### src/rtl/ctl_ff_sequencer_if.sv
// Signal bundle between control logic and the flip-flop word-timing sequencer.
// The master drives requests and strobes; the slave is the sequencer itself.
interface ctl_ff_sequencer_if #(
  parameter int NFF   = 8,
  parameter int BPW   = 29,
  parameter int WORDS = 108
);
  localparam int BW = $clog2(BPW);
  localparam int WW = $clog2(WORDS);

  logic           enable;
  logic           hold;
  logic [NFF-1:0] set_req;
  logic [NFF-1:0] clr_req;
  logic           conflict_clr;
  logic [BW-1:0]  bit_time;
  logic [WW-1:0]  word_time;
  logic           t0;
  logic           t28;
  logic [NFF-1:0] ff_s;
  logic [NFF-1:0] ff_r;
  logic [NFF-1:0] conflict;
  logic           halted;

  modport master (
    output enable, hold, set_req, clr_req, conflict_clr,
    input  bit_time, word_time, t0, t28, ff_s, ff_r, conflict, halted
  );

  modport slave (
    input  enable, hold, set_req, clr_req, conflict_clr,
    output bit_time, word_time, t0, t28, ff_s, ff_r, conflict, halted
  );
endinterface

### src/rtl/ctl_ff_sequencer.sv
// Word-timing sequencer: bit/word time counters plus collection of set/clear
// requests that are issued as one-cycle s/r strobes only at word boundaries.
//
//  state   | meaning
//  --------+-----------------------------------------------------------
//  ST_SYNC | first cycle after reset; counters held, requests latched
//  ST_RUN  | counters advance on enable; requests applied at T28 edges
//  ST_HALT | stopped at a word boundary; counters frozen, requests latched
module ctl_ff_sequencer #(
  parameter int NFF   = 8,
  parameter int BPW   = 29,
  parameter int WORDS = 108
) (
  input logic               clk,
  input logic               rst_n,
  ctl_ff_sequencer_if.slave bus
);
  localparam int BW = $clog2(BPW);
  localparam int WW = $clog2(WORDS);
  localparam logic [BW-1:0] BIT_LAST  = BW'(BPW - 1);
  localparam logic [WW-1:0] WORD_LAST = WW'(WORDS - 1);

  typedef enum logic [1:0] {
    ST_SYNC = 2'd0,
    ST_RUN  = 2'd1,
    ST_HALT = 2'd2
  } state_t;

  state_t         state;
  state_t         state_nxt;
  logic [BW-1:0]  bit_q;
  logic [WW-1:0]  word_q;
  logic [NFF-1:0] pend_set;
  logic [NFF-1:0] pend_clr;
  logic [NFF-1:0] eff_set;
  logic [NFF-1:0] eff_clr;
  logic [NFF-1:0] new_conf;
  logic [NFF-1:0] ff_s_q;
  logic [NFF-1:0] ff_r_q;
  logic [NFF-1:0] conflict_q;
  logic           running;
  logic           step;
  logic           apply;

  always_comb begin
    state_nxt = state;
    running   = (state == ST_RUN);
    step      = running && bus.enable;
    apply     = step && (bit_q == BIT_LAST);
    eff_set   = pend_set | bus.set_req;
    eff_clr   = pend_clr | bus.clr_req;
    new_conf  = apply ? (eff_set & eff_clr) : '0;
    case (state)
      ST_SYNC: state_nxt = ST_RUN;
      ST_RUN:  if (apply && bus.hold) state_nxt = ST_HALT;
      ST_HALT: if (!bus.hold) state_nxt = ST_RUN;
      default: state_nxt = ST_SYNC;
    endcase
  end

  always_ff @(posedge clk or negedge rst_n) begin
    if (!rst_n) state <= ST_SYNC;
    else        state <= state_nxt;
  end

  always_ff @(posedge clk or negedge rst_n) begin
    if (!rst_n) begin
      bit_q  <= '0;
      word_q <= '0;
    end else if (step) begin
      if (bit_q == BIT_LAST) begin
        bit_q  <= '0;
        word_q <= (word_q == WORD_LAST) ? '0 : word_q + 1'b1;
      end else begin
        bit_q <= bit_q + 1'b1;
      end
    end
  end

  // Clear wins over set so s and r can never both reach one flip-flop.
  always_ff @(posedge clk or negedge rst_n) begin
    if (!rst_n) begin
      ff_s_q   <= '0;
      ff_r_q   <= '0;
      pend_set <= '0;
      pend_clr <= '0;
    end else if (apply) begin
      ff_s_q   <= eff_set & ~eff_clr;
      ff_r_q   <= eff_clr;
      pend_set <= '0;
      pend_clr <= '0;
    end else begin
      ff_s_q   <= '0;
      ff_r_q   <= '0;
      pend_set <= eff_set;
      pend_clr <= eff_clr;
    end
  end

  // A conflict raised at the same edge as conflict_clr survives the clear.
  always_ff @(posedge clk or negedge rst_n) begin
    if (!rst_n)                conflict_q <= '0;
    else if (bus.conflict_clr) conflict_q <= new_conf;
    else                       conflict_q <= conflict_q | new_conf;
  end

  assign bus.bit_time  = bit_q;
  assign bus.word_time = word_q;
  assign bus.t0        = running && (bit_q == '0);
  assign bus.t28       = running && (bit_q == BIT_LAST);
  assign bus.ff_s      = ff_s_q;
  assign bus.ff_r      = ff_r_q;
  assign bus.conflict  = conflict_q;
  assign bus.halted    = (state == ST_HALT);
endmodule
### src/flat_wrapper.sv
// flat-port wrapper written by rule: the top's interface ports become plain ports
module ctl_ff_sequencer_flat 
#(
  parameter int NFF   = 8,
  parameter int BPW   = 29,
  parameter int WORDS = 108
)
  (clk, rst_n, bus_enable, bus_hold, bus_set_req, bus_clr_req, bus_conflict_clr, bus_bit_time, bus_word_time, bus_t0, bus_t28, bus_ff_s, bus_ff_r, bus_conflict, bus_halted);
  ctl_ff_sequencer_if #(.NFF(NFF), .BPW(BPW), .WORDS(WORDS)) bus_i ();
  input logic clk;
  input logic rst_n;
  input wire logic [$bits(bus_i.enable)-1:0] bus_enable;
  input wire logic [$bits(bus_i.hold)-1:0] bus_hold;
  input wire logic [$bits(bus_i.set_req)-1:0] bus_set_req;
  input wire logic [$bits(bus_i.clr_req)-1:0] bus_clr_req;
  input wire logic [$bits(bus_i.conflict_clr)-1:0] bus_conflict_clr;
  output wire logic [$bits(bus_i.bit_time)-1:0] bus_bit_time;
  output wire logic [$bits(bus_i.word_time)-1:0] bus_word_time;
  output wire logic [$bits(bus_i.t0)-1:0] bus_t0;
  output wire logic [$bits(bus_i.t28)-1:0] bus_t28;
  output wire logic [$bits(bus_i.ff_s)-1:0] bus_ff_s;
  output wire logic [$bits(bus_i.ff_r)-1:0] bus_ff_r;
  output wire logic [$bits(bus_i.conflict)-1:0] bus_conflict;
  output wire logic [$bits(bus_i.halted)-1:0] bus_halted;
  assign bus_i.enable = bus_enable;
  assign bus_i.hold = bus_hold;
  assign bus_i.set_req = bus_set_req;
  assign bus_i.clr_req = bus_clr_req;
  assign bus_i.conflict_clr = bus_conflict_clr;
  assign bus_bit_time = bus_i.bit_time;
  assign bus_word_time = bus_i.word_time;
  assign bus_t0 = bus_i.t0;
  assign bus_t28 = bus_i.t28;
  assign bus_ff_s = bus_i.ff_s;
  assign bus_ff_r = bus_i.ff_r;
  assign bus_conflict = bus_i.conflict;
  assign bus_halted = bus_i.halted;
  ctl_ff_sequencer #(.NFF(NFF), .BPW(BPW), .WORDS(WORDS)) u_core (.clk(clk), .rst_n(rst_n), .bus(bus_i));
endmodule
### config.mk
export PLATFORM = sky130hd
export DESIGN_NAME = ctl_ff_sequencer_flat
export DESIGN_NICKNAME = d
export VERILOG_FILES = /design/src/rtl/ctl_ff_sequencer_if.sv /design/src/rtl/ctl_ff_sequencer.sv /design/src/flat_wrapper.sv
export SDC_FILE = /design/constraint.sdc
export NUM_CORES = 1
export LEC_CHECK = 0
export ABC_AREA = 1
export CAP_MARGIN = 20
export CORE_MARGIN = 2
export CORE_UTILIZATION = 43
export CTS_CLUSTER_DIAMETER = 200
export DETAILED_ROUTE_END_ITERATION = 12
export MAX_ROUTING_LAYER = met4
export PLACE_DENSITY = 0.77
export REMOVE_ABC_BUFFERS = 1
export SYNTH_ARGS = -nofsm -noshare
export SYNTH_HDL_FRONTEND = slang
export SYNTH_SLANG_ARGS = --single-unit
### constraint.sdc
create_clock -name clk -period 1.25 [get_ports clk]
set_input_delay 0.3125 -clock clk [delete_from_list [all_inputs] [get_ports clk]]
set_output_delay 0.3125 -clock clk [all_outputs]
set_load 0.05 [all_outputs]
==> results.txt, run 1 <==
Status - complete, but fails checks
Violated checks - setup timing
Xor and xnor area share after synthesis - 0.382%
Post-layout min period - 1810 ps
Worst Hold Class - flop to flop
Dominant register cell in the synthesized netlist - dfrtp_1
Die footprint - 5930 sq um
Comb pwr share - 53.7%
Cell taking the most area after synthesis - dfrtp_1
Synth Warn # - 0
# rows - 26
Router iterations before antenna repair - 4
Post-synth EDFFs - 0
Crit-path leading delay family - flip-flops
Starting density of the core - 44.6%
Net Sw Power - 2.81 mW
Vias in the first global route - 2185
CP Max Fanout - 2
Antenna violations before repair - 0
Slowest stage cell, crit path - dfrtp_1
Core area - 5140 sq um
DPL Wire Length - 3.67 mm
Slew @ Worst Pin - 519 ps
Root Driver - clkbuf_8
Worst path bufs/invs - 3
Final hold violations - 0
Diode count - 0
Pleak - 1.90 nW
DR vias - 2086
Cts bufs inserted - 5
Pwr dens - 1630 nW/um^2
Critical Path, Cell by Cell - inv_2, ha_4, nand2_1, nor4_2, buf_4, buf_12
Area added between synthesis and finish - 88.4%
Vias per cell - 5.01
CP endpoint kind - output pin
Initial DRC Count - 171
Clk sinks - 54
CP Launch Type - flop
Data arrival time of the worst path - 1500 ps
Top cell type's share of synthesized area - 58.9%
Setup ws final - -565 ps
Netlist cell types - 26
Flop pwr share - 32.0%
Final setup TNS - -14680 ps
Async SR Flop Fraction - 100%
Nets - 369
Pin count of the biggest net entering global routing - 55
CP required - 940 ps
CTS clk-pin slew, worst paths - 90 ps
Clock Power Share - 14.3%
Die X - 77.0 um
Setup Viol. Count Final - 66
Io pins - 60
Most frequent cell after synthesis - dfrtp_1
GRT Util Overall - 22.3%
RSZ-0062 raised after global routing - yes
Sw Share - 39.8%
Synth Area per Inst - 10.1 sq um
Share of cells above drive strength 1 - 55.2%
Multiplexer area fraction after synthesis - 0%
Htree depth - 2
Port-buffer cells - 59
Fin crit share - 145%
Die Y - 77.0 um
GRT overflow - 0
Fill count - 245
Total Routed Length - 7.15 mm
Average routed wire per standard cell - 17.2 um
Clock Latency Late Sink - 310 ps
Worst slack at placement - -370 ps
Fmax - 551 MHz
Pins Over Slew Limit - 0
Internal - 4.24 mW
Post-synthesis adder-cell area fraction - 1.64%
TritonCTS clock tree - done
Clock Skews - 14.2 ps
Post-synthesis instance total - 228
Top post-synthesis cells by area - dfrtp_1, nor2_1, inv_1, nand2_1, o22ai_2
DRC violations left - 0
CTS max path bufs - 2
Largest family of logic cells by synthesized area - simple AND/OR/NAND/NOR gates
# Max-Cap Violations - 0
Cell Area, Synth - 2290 sq um
Leading cell types by count after synthesis - dfrtp_1, nor2_1, inv_1, nand2_1, nand3_1
Seq cells post-synth - 54
Setup Crit Path Kind - flop to output pin
Worst VDD drop - 1870 uV
Seq/Total Area, Yosys - 58.9%
Post-Synth Simple-Gate Area - 23.6%
First-pass GRT wire length - 10.1 mm
RD Place Congestion - 0.918
Max transition margin - 65.3%
CP max stage delay - 410 ps
DRT antenna net count - 0
Synth Area in Compound Gates - 7.04%
[timing repair]
action	CTS	global route
hold buffers	1	0
setup endpoints to repair	67	69
gates cloned	2	0
endpoints found under the hold margin	6	0
resized for setup	48	78
pin swaps	7	13
buffers inserted	19	13
[tightest hold or removal path: stages, from the launching register on]
cell,delay [ps]
dfrtp_1,330
nor2_1,60
nor2_2,90
[sequential cells by signal, indices dropped and copies added (netlist names)]
name	count
u_core.bus.word_time	7
u_core.bus.bit_time	5
u_core.bus.conflict	8
u_core.pend_clr	8
u_core.bus.ff_s	8
u_core.pend_set	8
u_core.state	2
u_core.bus.ff_r	8
[cell type report]
cell class | instances | area (sq um) | area share (%)
Multi-Input combinational cell | 131 | 1040 | 24.0
Clock buffer | 5 | 68.8 | 1.59
Tap cell | 70 | 87.6 | 2.03
Inverter | 39 | 150 | 3.48
Timing Repair Buffer | 114 | 1600 | 37.0
Sequential cell | 54 | 1360 | 31.4
Clock inverter | 3 | 23.8 | 0.550
[routing by layer]
layer / global-route usage [%] / routed length (um)
met1: 25.3 / 2730
met5: - / 0
met4: 6.79 / 116
met2: 39.9 / 3880
met3: 4.47 / 420
[metrics by stage]
step | hold slack [ps] | power (mW) | util [%] | instance area, sq um | std cells
detailed placement | 325 | 5.09 | 69.6 | 3580 | 381
global route | 543 | 7.34 | 84.1 | 4320 | 416
floorplan | 16.9 | 3.50 | - | 2250 | 223
CTS | 505 | 6.50 | 78.4 | 4030 | 409
global placement | 330 | 5.02 | 69.6 | 3580 | 381
finish | 511 | 7.05 | 84.1 | 4320 | 416
[cell usage in the layout (no fill, tap or decap), types with 2 or more instances in the layout]
cell,count
nor3_4,4
o22ai_2,8
nand3_4,4
clkdlybuf4s50_1,19
buf_4,21
nor2_1,23
buf_8,3
nand3_2,6
nand2_2,2
clkbuf_8,5
nor3_2,4
a21oi_2,2
inv_2,13
nor2_2,13
buf_12,47
o21ai_1,2
nand4_1,2
nand2_1,24
buf_6,22
dfrtp_1,50
nand2_4,9
clkinvlp_4,2
dfrtp_2,4
nand3_1,4
o21ai_2,5
inv_1,24
o21ai_0,2
nor2_4,8
[power by group through the flow]
| stage | sequential, mW | combinational [mW] | clock [mW] |
|---|---|---|---|
| after global routing | 2.27 | 3.97 | 1.10 |
| final | 2.26 | 3.79 | 1.01 |
| after floorplan | 2.89 | 0.606 | 0 |
| after CTS | 2.22 | 3.29 | 0.995 |
| after detailed placement | 2.24 | 2.85 | 0 |
| after global placement | 2.23 | 2.79 | 0 |
[kinds of logic (layout without fill, tap and decap cells)]
family	after synthesis	count (layout)
adders and majority gates	3	3
buffers and inverters	44	161
AOI/OAI and AO/OA	21	21
DFF	54	54
xor gates and xnor gates	1	1
and+or+nand+nor	105	106
[final timing paths]
| kind | end | cells after the start | start | slack [ps] |
|---|---|---|---|---|
| min | u_core.pend_clr[2]$_DFF_PN0_ | 2 | u_core.pend_clr[2]$_DFF_PN0_ | 510 |
| max in group asynchronous | u_core.bus.bit_time[4]$_DFFE_PN0N_ | 3 | rst_n | 470 |
| min in group asynchronous | u_core.state[0]$_DFFE_PN0P_ | 3 | rst_n | 530 |
| max reg2reg | u_core.pend_clr[4]$_DFF_PN0_ | 11 | u_core.bus.bit_time[0]$_DFFE_PN0N_ | -400 |
| max | bus_t0 | 6 | u_core.bus.bit_time[0]$_DFFE_PN0N_ | -560 |
| min reg2reg | u_core.pend_clr[2]$_DFF_PN0_ | 2 | u_core.pend_clr[2]$_DFF_PN0_ | 510 |
Note: power is estimated with default switching activity, not from simulation.
==> run 2: changes to the inputs <==
--- a/config.mk
+++ b/config.mk
@@ -14,6 +14,7 @@
 export MAX_ROUTING_LAYER = met4
 export PLACE_DENSITY = 0.77
 export REMOVE_ABC_BUFFERS = 1
+export SLEW_MARGIN = 20
 export SYNTH_ARGS = -nofsm -noshare
 export SYNTH_HDL_FRONTEND = slang
 export SYNTH_SLANG_ARGS = --single-unit
==> results of run 2 <==
The final DEF is identical to that of run 1; final timing and power are the same.
==> run 3: changes to the inputs <==
--- a/config.mk
+++ b/config.mk
@@ -5,10 +5,9 @@
 export SDC_FILE = /design/constraint.sdc
 export NUM_CORES = 1
 export LEC_CHECK = 0
-export ABC_AREA = 1
 export CAP_MARGIN = 20
 export CORE_MARGIN = 2
-export CORE_UTILIZATION = 43
+export CORE_UTILIZATION = 42
 export CTS_CLUSTER_DIAMETER = 200
 export DETAILED_ROUTE_END_ITERATION = 12
 export MAX_ROUTING_LAYER = met4
==> results.txt, run 3 <==
Status - complete, but fails checks
Violated checks - setup timing
Diode count - 0 (unchanged)
Seq cells post-synth - 54 (unchanged)
Starting density of the core - 44.3% (-0.36 points)
TritonCTS clock tree - done
Worst Hold Class - input pin to asynchronous set/reset pin
Dominant register cell in the synthesized netlist - dfrtp_1
Post-layout min period - 1860 ps (+43.1 ps)
Most common cell after layout, fill and taps aside - dfrtp_1
Nets - 341 (-7.6%)
Die X - 75.0 um (-2.6%)
Setup Crit Path Kind - flop to output pin
DRT antenna net count - 0 (unchanged)
CTS max path bufs - 2 (unchanged)
DRC violations left - 0 (unchanged)
Internal - 3.45 mW (-19%)
Pleak - 1.91 nW (+0.42%)
Initial DRC Count - 259 (+51%)
Synth Warn # - 0 (unchanged)
Slew @ Worst Pin - 664 ps (+144 ps)
DPL Wire Length - 3.60 mm (-2.1%)
Final hold violations - 0 (unchanged)
Layout Cells excl Fill - 385 (-7.5%)
Post-synthesis instance total - 189 (-17%)
Cell Area, Synth - 2120 sq um (-7.6%)
Cts bufs inserted - 5 (unchanged)
Fmax - 538 MHz (-2.3%)
Fill count - 100 (-59%)
Power Total - 5.45 mW (-23%)
Post-Place Cells - 335 (-12%)
Comb pwr share - 42.7% (-11 points)
Clk sinks - 54 (unchanged)
Htree depth - 2 (unchanged)
Top post-synthesis cells by area - dfrtp_1, nor2_1, o32ai_1, nor4_1, o21ai_0
RSZ-0062 raised after global routing - yes
Pin count of the biggest net entering global routing - 55 (unchanged)
Die Y - 75.0 um (-2.6%)
Sw Share - 36.8% (-3.0 points)
Reg area - 1360 sq um (about the same)
Worst VDD drop - 1300 uV (-30%)
Top cell type's share of synthesized area - 63.8% (+4.9 points)
# rows - 25 (-3.8%)
Seq/Total Area, Yosys - 63.8% (+4.9 points)
Router iterations before antenna repair - 6 (+2)
Vias per cell - 5.97 (+19%)
Setup ws final - -608 ps (-43.1 ps)
Commonest non-fill, non-tap cells in the layout - dfrtp_1, buf_12, buf_6
CP required - 940 ps (about the same)
CTS clk-pin slew, worst paths - 120 ps (+30 ps)
Net Sw Power - 2.01 mW (-29%)
GRT Util Overall - 32.1% (+9.8 points)
Root Driver - clkbuf_8
Core area - 4790 sq um (-6.9%)
CP Max Fanout - 3 (+1)
Vias in the first global route - 2300 (+5.3%)
Io pins - 60 (unchanged)
Pwr dens - 1200 nW/um^2 (-27%)
Multi-input logic area - 1200 sq um (+16%)
DR vias - 2297 (+10%)
Synth Area per Inst - 11.2 sq um (+11%)
Port-buffer cells - 59 (unchanged)
Clock Skews - 20.2 ps (+5.91 ps)
CP Launch Type - flop
Max transition margin - 55.6% (-9.7 points)
# Max-Cap Violations - 0 (unchanged)
Clock Power Share - 19.2% (+4.9 points)
Post-synth EDFFs - 0 (unchanged)
Cell taking the most area after synthesis - dfrtp_1
First-pass GRT wire length - 12.5 mm (+23%)
Die footprint - 5630 sq um (-5.2%)
Share of cells above drive strength 1 - 57.9% (+2.7 points)
Pins Over Slew Limit - 0 (unchanged)
RD Place Congestion - 0.896 (-2.4%)
Total Routed Length - 10.3 mm (+45%)
Area added between synthesis and finish - 115%
Leading cell types by count after synthesis - dfrtp_1, nor2_1, inv_1, nor4_1
Netlist cell types - 34 (+31%)
CP endpoint kind - output pin
Antenna violations before repair - 0 (unchanged)
Flop pwr share - 38.1% (+6.1 points)
Most frequent cell after synthesis - dfrtp_1
Clock Latency Late Sink - 330 ps (+20 ps)
Average routed wire per standard cell - 26.9 um (+56%)
Async SR Flop Fraction - 100% (unchanged)
GRT overflow - 0 (unchanged)
Setup Viol. Count Final - 71 (+7.6%)
Fin crit share - 149% (+3.4 points)
Data arrival time of the worst path - 1550 ps (+50 ps)
==> run 3: cell types whose count changed after synthesis, moves of 4 or more <==
| cell | before | now |
|---|---|---|
| inv_1 | 36 | 10 |
| nand2_1 | 28 | 8 |
| nand2_2 | 7 | 0 |
| nand3_1 | 11 | 4 |
| nor2_1 | 44 | 48 |
| nor3_2 | 7 | 0 |
| nor4_1 | 1 | 9 |
| o22ai_2 | 7 | 0 |
| o32ai_1 | 0 | 8 |
==> run 3: layout make-up <==
cell class	count	area share (%)
clock buffer	6	1.59
inverter	10	0.824
clock inverter	2	0.357
sequential	54	29.8
timing repair buffer	129	39.2
multi-input combinational	117	26.4
tap	67	1.84
==> run 3: worst max-delay path, stage by stage, from the launching register on <==
cell	delay, ps
dfrtp_1	420
inv_2	90
ha_4	160
nand2b_4	60
nor4_4	200
buf_4	160
buf_12	130
==> run 3: cells by family after synthesis <==
family | Yosys count | synth area share (%)
AND/OR/NAND/NOR | 83 | 19.0
flip-flops | 54 | 63.8
AO/OA/AOI/OAI | 28 | 9.33
buffers and inverters | 18 | 4.61
adder cells (fa/ha/maj) | 3 | 1.77
multiplexers | 2 | 1.06
XOR/XNOR | 1 | 0.414
==> run 3: layer usage <==
metal | vias up | routed length, um | track usage (%) | share of wire (%)
met5 | - | 0 | - | 0
met4 | 0 | 532 | 14.5 | 5.1
met3 | 53 | 831 | 6.02 | 8.0
met2 | 192 | 5360 | 53.0 | 52
met1 | 1139 | 3610 | 38.2 | 35
li1 | 913 | - | - | -
==> run 3: power by group through the flow <==
stage / Clock (mW) / Sequential [mW] / Combinational (mW)
3_3_place_gp: 0 / 2.03 / 1.53
4_1_cts: 0.983 / 2.02 / 1.94
5_1_grt: 1.10 / 2.08 / 2.41
6_report: 1.05 / 2.08 / 2.33
3_5_place_dp: 0 / 2.04 / 1.57
2_1_floorplan: 0 / 2.40 / 0.270
==> run 3: final timing paths <==
check	from	endpoint	slack (ps)	cells after the start
worst max-delay path	u_core.bus.bit_time[1]$_DFFE_PN0N_	bus_t0	-610	6
worst min-delay path	rst_n	u_core.bus.conflict[1]$_DFF_PN0_	490	3
worst max register to register	u_core.bus.bit_time[1]$_DFFE_PN0N_	u_core.bus.conflict[0]$_DFF_PN0_	-590	8
worst min register to register	u_core.pend_clr[5]$_DFF_PN0_	u_core.bus.ff_s[5]$_DFF_PN0_	490	1
max in group asynchronous	rst_n	u_core.bus.bit_time[4]$_DFFE_PN0N_	470	3
min in group clk	u_core.pend_clr[5]$_DFF_PN0_	u_core.bus.ff_s[5]$_DFF_PN0_	490	1
==> run 3: through the flow <==
| stage | instance area, sq um | utilization (%) | setup TNS, ps | hold WS (ps) | setup slack, ps |
|---|---|---|---|---|---|
| floorplan | 2060 | - | -28530 | 16.9 | -1510 |
| CTS | 4210 | 87.9 | -16200 | 440 | -533 |
| global placement | 3370 | 70.3 | -18520 | 328 | -451 |
| finish | 4550 | 95.2 | -28380 | 490 | -608 |
| detailed placement | 3370 | 70.3 | -19770 | 334 | -473 |
| global route | 4550 | 95.2 | -30880 | 500 | -656 |
==> run 3: repair_timing <==
item | 4_1_cts | 5_1_grt
gates resized for setup | 110 | 54
endpoints found under the hold margin | 3 | 0
gates cloned | 5 | 0
setup endpoints to repair | 68 | 73
pin swaps | 45 | 14
hold buffers | 1 | 0
setup buffers | 26 | 16
